==> src/rtl/sdu_pkg.sv <==
// Shared constants for the debug-unit memory dump sequencer: FSM state codes,
// ASCII framing characters and read-source selector codes.
package sdu_pkg;

  localparam logic [2:0] ST_IDLE = 3'd0;
  localparam logic [2:0] ST_RD   = 3'd1;
  localparam logic [2:0] ST_CAP  = 3'd2;
  localparam logic [2:0] ST_PFX  = 3'd3;
  localparam logic [2:0] ST_DAT  = 3'd4;
  localparam logic [2:0] ST_SEP  = 3'd5;
  localparam logic [2:0] ST_EOL  = 3'd6;
  localparam logic [2:0] ST_DONE = 3'd7;

  localparam logic [7:0] ASCII_SP    = 8'h20;
  localparam logic [7:0] ASCII_CR    = 8'h0D;
  localparam logic [7:0] ASCII_LF    = 8'h0A;
  localparam logic [7:0] ASCII_COLON = 8'h3A;

  localparam logic [1:0] SRC_DM = 2'd0;
  localparam logic [1:0] SRC_IM = 2'd1;
  localparam logic [1:0] SRC_RF = 2'd2;

  // States that present a byte to the TX serialiser.
  function automatic logic is_emit_state(input logic [2:0] s);
    return (s == ST_PFX) || (s == ST_DAT) || (s == ST_SEP) || (s == ST_EOL);
  endfunction

endpackage

==> src/rtl/sdu_mem_dump_if.sv <==
// Bundle of command, shared debug read port and TX byte handshake signals
// for the dump sequencer; master is the sequencer side.
interface sdu_mem_dump_if;
  logic        start;
  logic        abort;
  logic [31:0] base_addr;
  logic [15:0] count;
  logic [1:0]  src_sel;
  logic [31:0] addr;
  logic [31:0] dout_dm;
  logic [31:0] dout_im;
  logic [31:0] dout_rf;
  logic [7:0]  d_tx;
  logic        vld_tx;
  logic        rdy_tx;
  logic        busy;
  logic        done;
  logic        aborted;

  modport master (
    input  start, abort, base_addr, count, src_sel,
    input  dout_dm, dout_im, dout_rf, rdy_tx,
    output addr, d_tx, vld_tx, busy, done, aborted
  );

  modport slave (
    output start, abort, base_addr, count, src_sel,
    output dout_dm, dout_im, dout_rf, rdy_tx,
    input  addr, d_tx, vld_tx, busy, done, aborted
  );
endinterface

==> src/rtl/sdu_hex_nib.sv <==
// Combinational 4-bit to uppercase ASCII hex digit converter.
module sdu_hex_nib (
  input  logic [3:0] nib,
  output logic [7:0] ascii
);
  always_comb begin
    if (nib < 4'd10) ascii = 8'h30 + {4'd0, nib};
    else             ascii = 8'h37 + {4'd0, nib};  // 'A' - 10
  end
endmodule

==> src/rtl/sdu_mem_dump.sv <==
// Debug-unit dump sequencer: walks a memory range and streams ASCII hex lines to TX.
// Optional feature: SDU_DUMP_ADDR_PREFIX_EN adds an "AAAAAAAA: " prefix to each line.
module sdu_mem_dump
  import sdu_pkg::*;
#(
  parameter int unsigned WPL       = 4,
  parameter int unsigned ADDR_STEP = 1,
  parameter int unsigned RD_LAT    = 0
) (
  input logic            clk,
  input logic            rst,
  sdu_mem_dump_if.master bus
);

  logic [2:0]  state_q, state_d;
  logic [3:0]  idx_q, idx_d;
  logic [1:0]  lat_q, lat_d;
  logic [31:0] word_q, word_d;
  logic [31:0] addr_q, addr_d;
  logic [15:0] words_left_q, words_left_d;
  logic [4:0]  line_words_q, line_words_d;
  logic [1:0]  src_q, src_d;
  logic        busy_q, busy_d;
  logic        done_q, done_d;
  logic        aborted_q, aborted_d;
  logic        abort_pend_q, abort_pend_d;
  logic [7:0]  d_tx_q, d_tx_d;
  logic        vld_tx_q, vld_tx_d;
`ifdef SDU_DUMP_ADDR_PREFIX_EN
  logic [31:0] line_addr_q, line_addr_d;
`endif

  logic [31:0] src_word;
  logic [31:0] nib_src;
  logic [31:0] addr_inc;
  logic [2:0]  nib_sel;
  logic [3:0]  nib;
  logic [7:0]  nib_ascii;
  logic        xfer;
  logic        abort_req;

  assign xfer      = vld_tx_q & bus.rdy_tx;
  assign addr_inc  = addr_q + 32'(ADDR_STEP);
  assign abort_req = (state_q != ST_IDLE) && (state_q != ST_DONE) && (bus.abort || abort_pend_q);

  always_comb begin
    case (src_q)
      SRC_DM:  src_word = bus.dout_dm;
      SRC_IM:  src_word = bus.dout_im;
      SRC_RF:  src_word = bus.dout_rf;
      default: src_word = 32'd0;
    endcase
  end

  always_comb begin
    state_d      = state_q;
    idx_d        = idx_q;
    lat_d        = lat_q;
    word_d       = word_q;
    addr_d       = addr_q;
    words_left_d = words_left_q;
    line_words_d = line_words_q;
    src_d        = src_q;
    busy_d       = busy_q;
    done_d       = 1'b0;
    aborted_d    = aborted_q;
    abort_pend_d = abort_pend_q;
`ifdef SDU_DUMP_ADDR_PREFIX_EN
    line_addr_d  = line_addr_q;
`endif
    case (state_q)
      ST_IDLE: begin
        if (bus.start) begin
          addr_d       = bus.base_addr;
          words_left_d = bus.count;
          src_d        = bus.src_sel;
          line_words_d = 5'd0;
          idx_d        = 4'd0;
          lat_d        = 2'd0;
          busy_d       = 1'b1;
          aborted_d    = 1'b0;
          abort_pend_d = 1'b0;
          state_d      = (bus.count == 16'd0) ? ST_DONE : ST_RD;
        end
      end
      ST_RD: begin
        if (lat_q == 2'(RD_LAT)) begin
          lat_d   = 2'd0;
          state_d = ST_CAP;
        end else begin
          lat_d = lat_q + 2'd1;
        end
      end
      ST_CAP: begin
        word_d = src_word;
        idx_d  = 4'd0;
`ifdef SDU_DUMP_ADDR_PREFIX_EN
        if (line_words_q == 5'd0) begin
          line_addr_d = addr_q;
          state_d     = ST_PFX;
        end else begin
          state_d = ST_DAT;
        end
`else
        state_d = ST_DAT;
`endif
      end
`ifdef SDU_DUMP_ADDR_PREFIX_EN
      ST_PFX: begin
        if (xfer) begin
          if (idx_q == 4'd9) begin
            idx_d   = 4'd0;
            state_d = ST_DAT;
          end else begin
            idx_d = idx_q + 4'd1;
          end
        end
      end
`endif
      ST_DAT: begin
        if (xfer) begin
          if (idx_q == 4'd7) begin
            idx_d        = 4'd0;
            line_words_d = line_words_q + 5'd1;
            words_left_d = words_left_q - 16'd1;
            // No separator after the last word of a line or of the dump.
            if ((words_left_q == 16'd1) || (line_words_q + 5'd1 == 5'(WPL))) state_d = ST_EOL;
            else                                                              state_d = ST_SEP;
          end else begin
            idx_d = idx_q + 4'd1;
          end
        end
      end
      ST_SEP: begin
        if (xfer) begin
          addr_d  = addr_inc;
          state_d = ST_RD;
        end
      end
      ST_EOL: begin
        if (xfer) begin
          if (idx_q == 4'd0) begin
            idx_d = 4'd1;
          end else begin
            idx_d        = 4'd0;
            line_words_d = 5'd0;
            if (words_left_q == 16'd0) begin
              state_d = ST_DONE;
            end else begin
              addr_d  = addr_inc;
              state_d = ST_RD;
            end
          end
        end
      end
      ST_DONE: begin
        done_d       = 1'b1;
        busy_d       = 1'b0;
        aborted_d    = abort_pend_q;
        abort_pend_d = 1'b0;
        state_d      = ST_IDLE;
      end
      default: state_d = ST_IDLE;
    endcase

    // Abort is remembered so a short pulse still ends the dump once a pending byte leaves.
    if (abort_req) begin
      abort_pend_d = 1'b1;
      if (!vld_tx_q || bus.rdy_tx) state_d = ST_DONE;
    end
  end

  // Single hex converter shared by prefix and data bytes; only the source word differs.
`ifdef SDU_DUMP_ADDR_PREFIX_EN
  assign nib_src = (state_d == ST_PFX) ? line_addr_d : word_d;
`else
  assign nib_src = word_d;
`endif
  assign nib_sel = 3'd7 - idx_d[2:0];
  assign nib     = nib_src[{nib_sel, 2'b00} +: 4];

  sdu_hex_nib u_hex_nib (
    .nib   (nib),
    .ascii (nib_ascii)
  );

  always_comb begin
    vld_tx_d = is_emit_state(state_d);
    d_tx_d   = d_tx_q;
    case (state_d)
`ifdef SDU_DUMP_ADDR_PREFIX_EN
      ST_PFX: begin
        if (idx_d < 4'd8)       d_tx_d = nib_ascii;
        else if (idx_d == 4'd8) d_tx_d = ASCII_COLON;
        else                    d_tx_d = ASCII_SP;
      end
`endif
      ST_DAT:  d_tx_d = nib_ascii;
      ST_SEP:  d_tx_d = ASCII_SP;
      ST_EOL:  d_tx_d = (idx_d == 4'd0) ? ASCII_CR : ASCII_LF;
      default: d_tx_d = d_tx_q;
    endcase
  end

  always_ff @(posedge clk or posedge rst) begin
    if (rst) begin
      state_q      <= ST_IDLE;
      idx_q        <= 4'd0;
      lat_q        <= 2'd0;
      word_q       <= 32'd0;
      addr_q       <= 32'd0;
      words_left_q <= 16'd0;
      line_words_q <= 5'd0;
      src_q        <= 2'd0;
      busy_q       <= 1'b0;
      done_q       <= 1'b0;
      aborted_q    <= 1'b0;
      abort_pend_q <= 1'b0;
      d_tx_q       <= 8'd0;
      vld_tx_q     <= 1'b0;
`ifdef SDU_DUMP_ADDR_PREFIX_EN
      line_addr_q  <= 32'd0;
`endif
    end else begin
      state_q      <= state_d;
      idx_q        <= idx_d;
      lat_q        <= lat_d;
      word_q       <= word_d;
      addr_q       <= addr_d;
      words_left_q <= words_left_d;
      line_words_q <= line_words_d;
      src_q        <= src_d;
      busy_q       <= busy_d;
      done_q       <= done_d;
      aborted_q    <= aborted_d;
      abort_pend_q <= abort_pend_d;
      d_tx_q       <= d_tx_d;
      vld_tx_q     <= vld_tx_d;
`ifdef SDU_DUMP_ADDR_PREFIX_EN
      line_addr_q  <= line_addr_d;
`endif
    end
  end

  assign bus.addr    = addr_q;
  assign bus.d_tx    = d_tx_q;
  assign bus.vld_tx  = vld_tx_q;
  assign bus.busy    = busy_q;
  assign bus.done    = done_q;
  assign bus.aborted = aborted_q;

endmodule

==> src/flat_wrapper.sv <==
// flat-port wrapper written by rule: the top's interface ports become plain ports
module sdu_mem_dump_flat import sdu_pkg::*;
#(
  parameter int unsigned WPL       = 4,
  parameter int unsigned ADDR_STEP = 1,
  parameter int unsigned RD_LAT    = 0
)
  (clk, rst, bus_start, bus_abort, bus_base_addr, bus_count, bus_src_sel, bus_dout_dm, bus_dout_im, bus_dout_rf, bus_rdy_tx, bus_addr, bus_d_tx, bus_vld_tx, bus_busy, bus_done, bus_aborted);
  sdu_mem_dump_if bus_i ();
  input logic clk;
  input logic rst;
  input wire logic [$bits(bus_i.start)-1:0] bus_start;
  input wire logic [$bits(bus_i.abort)-1:0] bus_abort;
  input wire logic [$bits(bus_i.base_addr)-1:0] bus_base_addr;
  input wire logic [$bits(bus_i.count)-1:0] bus_count;
  input wire logic [$bits(bus_i.src_sel)-1:0] bus_src_sel;
  input wire logic [$bits(bus_i.dout_dm)-1:0] bus_dout_dm;
  input wire logic [$bits(bus_i.dout_im)-1:0] bus_dout_im;
  input wire logic [$bits(bus_i.dout_rf)-1:0] bus_dout_rf;
  input wire logic [$bits(bus_i.rdy_tx)-1:0] bus_rdy_tx;
  output wire logic [$bits(bus_i.addr)-1:0] bus_addr;
  output wire logic [$bits(bus_i.d_tx)-1:0] bus_d_tx;
  output wire logic [$bits(bus_i.vld_tx)-1:0] bus_vld_tx;
  output wire logic [$bits(bus_i.busy)-1:0] bus_busy;
  output wire logic [$bits(bus_i.done)-1:0] bus_done;
  output wire logic [$bits(bus_i.aborted)-1:0] bus_aborted;
  assign bus_i.start = bus_start;
  assign bus_i.abort = bus_abort;
  assign bus_i.base_addr = bus_base_addr;
  assign bus_i.count = bus_count;
  assign bus_i.src_sel = bus_src_sel;
  assign bus_i.dout_dm = bus_dout_dm;
  assign bus_i.dout_im = bus_dout_im;
  assign bus_i.dout_rf = bus_dout_rf;
  assign bus_i.rdy_tx = bus_rdy_tx;
  assign bus_addr = bus_i.addr;
  assign bus_d_tx = bus_i.d_tx;
  assign bus_vld_tx = bus_i.vld_tx;
  assign bus_busy = bus_i.busy;
  assign bus_done = bus_i.done;
  assign bus_aborted = bus_i.aborted;
  sdu_mem_dump #(.WPL(WPL), .ADDR_STEP(ADDR_STEP), .RD_LAT(RD_LAT)) u_core (.clk(clk), .rst(rst), .bus(bus_i));
endmodule
==> config.mk <==
export PLATFORM = sky130hd
export DESIGN_NAME = sdu_mem_dump_flat
export DESIGN_NICKNAME = d
export VERILOG_FILES = /design/src/rtl/sdu_pkg.sv /design/src/rtl/sdu_mem_dump_if.sv /design/src/rtl/sdu_hex_nib.sv /design/src/rtl/sdu_mem_dump.sv /design/src/flat_wrapper.sv
export SDC_FILE = /design/constraint.sdc
export NUM_CORES = 1
export LEC_CHECK = 0
export CORE_MARGIN = 3
export CORE_UTILIZATION = 50
export CTS_BUF_LIST = sky130_fd_sc_hd__clkbuf_8
export CTS_CLUSTER_SIZE = 8
export DETAILED_ROUTE_END_ITERATION = 10
export GPL_ROUTABILITY_DRIVEN = 0
export GPL_TIMING_DRIVEN = 0
export PLACE_DENSITY_LB_ADDON = 0.3
export SLEW_MARGIN = 20
export SYNTH_ARGS = -nofsm -noshare
export SYNTH_HDL_FRONTEND = slang
export SYNTH_SLANG_ARGS = --single-unit
==> constraint.sdc <==
create_clock -name clk -period 4.4 [get_ports clk]
set_input_delay 0.88 -clock clk [delete_from_list [all_inputs] [get_ports clk]]
set_output_delay 0.88 -clock clk [all_outputs]
set_load 0.01 [all_outputs]
## After elaboration in Yosys (flattened, before gate mapping)

Index checks and enable logic that the tools add are counted.
Widths: inputs -> output; s select.

| operators by class | value |
|---|---|
| add/sub/neg operators | 8 |
| multipliers | 0 |
| div/mod/pow operators | 0 |
| $lt $le $gt $ge | 1 |
| equal/unequal tests | 24 |
| shift-type cells | 1 |
| multiplexer cells | 50 |
| bitwise operators | 1 |
| reduce and logical (&&, ||, !) cells | 31 |

Operator list:

| kind | count |
|---|---|
| $mux 32 | 6 |
| $pmux 32 s3 | 2 |
| $mux 16 | 3 |
| $mux 3 | 12 |
| $add 32x1->32 const B | 1 |
| $logic_not 16->1 | 2 |
| $pmux 16 s2 | 1 |
| $shiftx 32x6->4 | 1 |
| $mux 5 | 5 |
| $pmux 8 s3 | 1 |
| $eq 3x3->1 const B | 7 |
| $pmux 3 s6 | 1 |
| $eq 16x1->1 const B | 1 |
| $mux 4 | 4 |
| $pmux 4 s4 | 1 |
| $sub 16x1->16 const B | 1 |
| $pmux 5 s3 | 1 |
| $reduce_bool 3->1 | 5 |
| $add 6x4->7 const A | 2 |
| $reduce_and 6->1 | 2 |
| $logic_not 4->1 | 2 |
| $ne 2x1->1 const B | 4 |
| $reduce_and 2->1 | 4 |
| $mux 7 | 1 |
| other kinds (26) | 46 |

| storage, ports and cells | value |
|---|---|
| register bits | 109 |
| bits in latches | 0 |
| RAM bits | 0 |
| memory bits (read-only) | 0 |
| input bits | 151 |
| output and inout port bits | 44 |
| logic and storage cells | 130 |
| memories | 0 |

## Longest topological paths before layout

| logic depth | value |
|---|---|
| depth in word-level cells | 13 |
| gate-level depth with buffers | 14 |
| gate-level depth less buffers | 13 |

## By module

Synthesis repeated with hierarchy kept, for this count alone.

| second synthesis, totals | value |
|---|---|
| cell total of the unflattened synthesis | 827 |
| area, all modules | 6870.3 um^2 |

By module, submodules not included:

| module | instances | cells an instance | area an instance (um^2) | sequential area each (um^2) |
|---|---|---|---|---|
| sdu_mem_dump | 1 | 811 | 6765.2 | 2727.6 |
| sdu_hex_nib | 1 | 16 | 105.1 | 0.0 |

## Worst setup path before layout

Ideal clock, no wire load.

| timing path | value |
|---|---|
| path type | input-to-reg |
| from | input bus_rdy_tx |
| to | register u_core.d_tx_q[2] (netlist: u_core.bus.d_tx[2]) |
| library setup time | 0.126 ns |
| arrival time | 3.089 ns |
| data required time | 4.274 ns |
| slack | 1.185 ns |
| cell stages on the path | 12 |
| path buffers | 1 |
| cells stage by stage | nand2_1 a211o_1 a211o_1 buf_4 nand2_1 a211oi_1 nor4_2 inv_1 ha_1 o211a_1 xor2_1 a221o_1 |

| on the way | value |
|---|---|
| word-level cells in the longest chain between the ends | 8 |
| elaborated cells on any way between the ends | 24 |
| classes of those cells | 3 x add/sub; 1 x order compare; 3 x eq/ne; 1 x shift; 12 x mux; 1 x bitwise; 3 x reduce/logical |

Ends and longest elaborated chain:

| what | RTL line | text |
|---|---|---|
| start, declared | flat_wrapper.sv:20 | `input wire logic [$bits(bus_i.rdy_tx)-1:0] bus_rdy_tx;` |
| $and 1x1->1 * | sdu_mem_dump.sv:42 | `assign xfer = vld_tx_q & bus.rdy_tx;` |
| $mux 4 (on tied branches) | sdu_mem_dump.sv:141, sdu_mem_dump.sv:121 |  |
| $pmux 4 s4 * | sdu_mem_dump.sv:71 | `case (state_q)` |
| net u_core.idx_d[2] | sdu_mem_dump.sv:16 | `logic [3:0] idx_q, idx_d;` |
| $sub 3x3->3 | sdu_mem_dump.sv:179 | `assign nib_sel = 3'd7 - idx_d[2:0];` |
| $shiftx 32x6->4 | sdu_mem_dump.sv:180 | `assign nib = nib_src[{nib_sel, 2'b00} +: 4];` |
| $add 6x4->7, or another cell as far along | sdu_hex_nib.sv:8 | `else ascii = 8'h37 + {4'd0, nib};` |
| $mux 7 | sdu_hex_nib.sv:7 | `if (nib < 4'd10) ascii = 8'h30 + {4'd0, nib};` |
| $pmux 8 s3 * | sdu_mem_dump.sv:190 | `case (state_d)` |
| end signal, assigned | sdu_mem_dump.sv:237 | `d_tx_q <= d_tx_d;` |
| end, declared | sdu_mem_dump.sv:27 | `logic [7:0] d_tx_q, d_tx_d;` |

The timed path passes the listed nets; every way through them passes the cells marked *. The select of a mux whose other input is x is not followed.
A chain may end at the register's enable or synchronous reset.

## Worst setup path in the final report

Same ends and word-level chain as after synthesis.

==> impl_summary.txt <==
----------------------------------------------------
[Yosys]
  Fraction of registers with async set or reset after synthesis ... 100%
  Cells after synthesis ... about 800
  Count of unique library cells instantiated by Yosys ... 64
  Post-synth EDFFs ... 0
  Net count after synthesis ... 968
  Syn_area_per_cell ... 8.42 µm²
  Sequential cell area fraction in the yosys report ... 39.8%
  Most instantiated flip-flop cell in the synthesis netlist ... dfrtp_1
  Post-synth design cell area ... 0.00680 mm²
  Count of warnings emitted by yosys ... 0
  Flip-flop and latch count after synthesis ... 108

[Layout]
  Design area ... approximately 0.0092 mm²
  Area of the multi-input gates ... roughly 0.0037 mm²
  Total area of sequential cells ... roughly 0.0027 mm²
  Area Overhead vs Synth ... 34.8%
  Final cell count without fillers ... approximately 1,200
  Ratio of cells with drive above 1 in the final layout ... under 10%
  Ant diodes ... 0
  Final Net Count ... roughly 1,200
  Number of filler instances in the final layout ... 1,072

[STA]
  Slew at the pin closest to its max-slew limit ... ~0.86 ns
  Setup repair after global routing missed its margin ... false
  Number of setup violations in the final report ... 0
  Post-Route Setup TNS ... 0 ns
  Final Hold Violating Endpoints ... 0
  Hold slack final ... roughly 0.49 ns
  Final slew viol count ... 0
  Worst relative slew slack ... a little over two fifths
  Largest clock skew in the final design ... 0.0133 ns
  Clock period minus final worst setup slack ... 3.95 ns
  Max Clk Rate ... 253 MHz
  Final period utilization ... 89.8%

[Placed design]
  Half-perimeter wire length after placement ... 15,500 µm
  Buffers on Ports ... between 150 and 200
  Total placed cells including tap cells ... 1,173
  Dpl cell area ... 0.00898 mm²

[Clock network]
  Clock Tree Root ... clkbuf_8
  Worst-Skew Late Latency ... 0.37 ns
  Clock tree from TritonCTS ... done
  TritonCTS Buffers ... 9
  Post-CTS Repair Setup Buffers ... 0
  CTS clock-pin slew for the worst setup and hold paths ... 0.10 ns
  Buffer depth of the longest clock path ... 2
  Sinks on the clock net ... 108
  # resized after CTS ... 0
  CTS Hold Bufs ... 0
  CTS H-tree depth ... 3

[Global route]
  Maximum number of pins on one net before global-route repair ... between 60 and 70
  Global-route total usage across every layer ... about 27%
  Antenna violations before repair ... 0
  Via count of the first global-routing pass ... 6,787
  Residual overflow from global routing ... 0
  First-pass GRT wire length ... 33,100 µm

[Min path]
  Class of the tightest hold or removal check ... reg2reg

[Route]
  Vias after detailed routing ... 7,025
  Per-cell routed wire length ... 17.3 µm
  Number of detailed-routing iterations run before antenna repair ... 5
  Routed WL ... roughly 21,000 µm
  Detail-routed via count per cell ... 5.91
  Number of remaining DRC errors ... 0
  Number of DRC markers after the initial detailed-route iteration ... around 520
  Detail Route Antenna Nets ... 0

[Floorplan]
  Starting Density ... between 50% and 60%
  Standard-cell row count ... 41
  Overall die height ... 123 µm
  DIE AREA ... 0.0150 mm²
  Number of primary I/O pins ... just under 200
  Die boundary width ... 123 µm
  Placeable core area ... 0.0129 mm²

[Pwr]
  Power density relative to cell area ... 639 mW/mm²
  Maximum vdd drop ... 0.000322 V
  Leakage dissipation ... 0.00361 µW

[Critical path]
  Crit path largest cell delay ... about 0.55 ns
  Crit path arrival time ... 4.21 ns
  Crit Path Max Fanout ... 10
  Critical path class ... in2reg
  Endpoint class of the critical path ... flip-flop
  Launching element type of the critical path ... primary input
  Cell with the biggest individual delay on the critical path ... clkdlybuf4s50_1
  Data required, critical path ... 4.66 ns
  Ordered list of cells on the worst path ... clkdlybuf4s50_1, nand2_1, a211o_1, a211o_1, buf_4, nand2_1, a211oi_1, nor4_2, inv_1, ha_1, o211a_1, xor2_1, a221o_1

[Status]
  Run status ... finished clean

[Flow run]
  Number of max-cap violations ... 0

----------------------------------------------------
worst max-delay path: cells and delay by family:
kind,cells,cell delay [ns]
AOI/OAI and AO/OA,5,1.24
xor gates and xnor gates,1,0.15
adders and majority gates,1,0.25
buffers and inverters,3,0.87
and+or+nand+nor,3,0.82
routing by layer:
layer  vias to the layer above  global-route usage (%)  part of all wire (%)
li1                       3382                       -                     -
met1                      3290                    35.9                    42
met2                       321                    46.1                    48
met3                        32                    4.19                   8.0
met4                         0                    7.84                   1.5
met5                         -                       0                     0
cell type report:
| type | instances | area share (%) |
|---|---|---|
| multi-input combinational | 619 | 40.9 |
| timing repair buffer | 194 | 21.4 |
| clock inverter | 4 | 0.178 |
| tap | 172 | 2.35 |
| inverter | 21 | 0.915 |
| clock buffer | 12 | 1.80 |
| sequential | 108 | 29.5 |
| buffer | 59 | 2.98 |
cells in the mapped netlist (3+ instances only):
master,count,area (µm²)
buf_1,3,11.3
a221o_1,3,30.0
a21boi_0,10,75.1
and3_1,13,81.3
dfrtp_1,108,2700
a211oi_1,15,113
a21oi_1,83,415
nand3_1,25,125
nor2_1,52,195
a31oi_1,3,18.8
nand4_1,7,43.8
a21o_1,3,22.5
o21ai_0,70,350
clkbuf_1,36,135
nand2b_1,6,37.5
and2_1,5,31.3
nand3b_1,3,22.5
buf_4,3,22.5
nor2b_1,5,31.3
nor3_1,20,100
o22ai_1,15,93.8
buf_2,14,70.1
o21a_1,31,233
nor3b_1,8,60.1
a211o_1,3,26.3
or3_1,5,31.3
ha_1,10,125
nand2_1,106,398
buf_6,3,33.8
inv_1,20,75.1
a22oi_1,6,45.0
nor4_1,7,43.8
mux2i_1,34,340
o221ai_1,32,280
flip-flops by register name, indices dropped and copies added, names as in the netlist:
register,count
u_core.bus.vld_tx,1
u_core.bus.d_tx,7
u_core.bus.aborted,1
u_core.src_q,2
u_core.bus.busy,1
u_core.word_q,32
u_core.bus.addr,32
u_core.lat_q,2
u_core.words_left_q,16
u_core.abort_pend_q,1
u_core.idx_q,4
u_core.state_q,3
u_core.line_words_q,5
u_core.bus.done,1
worst paths after layout:
kind / startpoint / endpoint / slack, ns / depth (start not counted)
hold reg to reg: u_core.bus.d_tx[6] / u_core.bus.d_tx[6] / 0.49 / 2
max in group asynchronous: rst / u_core.words_left_q[0] / 2.87 / 3
min in group asynchronous: rst / u_core.word_q[25] / 0.89 / 2
setup reg to reg: u_core.state_q[1] / u_core.bus.d_tx[2] / 0.74 / 13
setup / recovery: bus_rdy_tx / u_core.bus.d_tx[2] / 0.45 / 13
hold / removal: u_core.bus.d_tx[6] / u_core.bus.d_tx[6] / 0.49 / 2
cell usage in the layout, fill, tap and decap left out, types with 6 or more instances in the layout:
cell and instances:
a21boi_0 10, a22oi_1 6, inv_1 22, and3_1 13, clkbuf_1 36, nand2_1 106, nor3b_1 8, buf_2 14
a21oi_1 83, mux2i_1 34, o21a_1 31, clkdlybuf4s50_1 193, o21ai_0 70, nand2b_1 6, dfrtp_1 108, nand3_1 25
clkbuf_8 12, o221ai_1 32, ha_1 10, nand4_1 7, nor2_1 52, nor4_1 7, a211oi_1 15, o22ai_1 15
nor3_1 20
through the flow:
step | total power, µW | worst slack, ns | util, %
final | 5860 | 0.449 | 70.9
after global placement | 5150 | -0.876 | 69.2
after floorplan | 4020 | 0.674 | -
after CTS | 5840 | 0.505 | 70.9
after detailed placement | 5250 | 0.145 | 69.5
after global routing | 6340 | 0.226 | 70.9
cell families after synthesis:
family | synth area share (%)
other | 0.0552
DFF | 39.8
AOI/OAI and AO/OA | 28.2
adders and majority gates | 1.84
muxes | 5.01
and+or+nand+nor | 19.7
xor gates and xnor gates | 0.258
buffers and inverters | 5.17
report_power, final:
part | total (µW) | internal, µW | leakage (µW) | switching (µW)
logic | 3470 | 1480 | 0.00222 | 1990
registers | 1810 | 1440 | 0.00128 | 367
clock network | 571 | 246 | 0.000106 | 325
(Power assumes the default switching activity.)
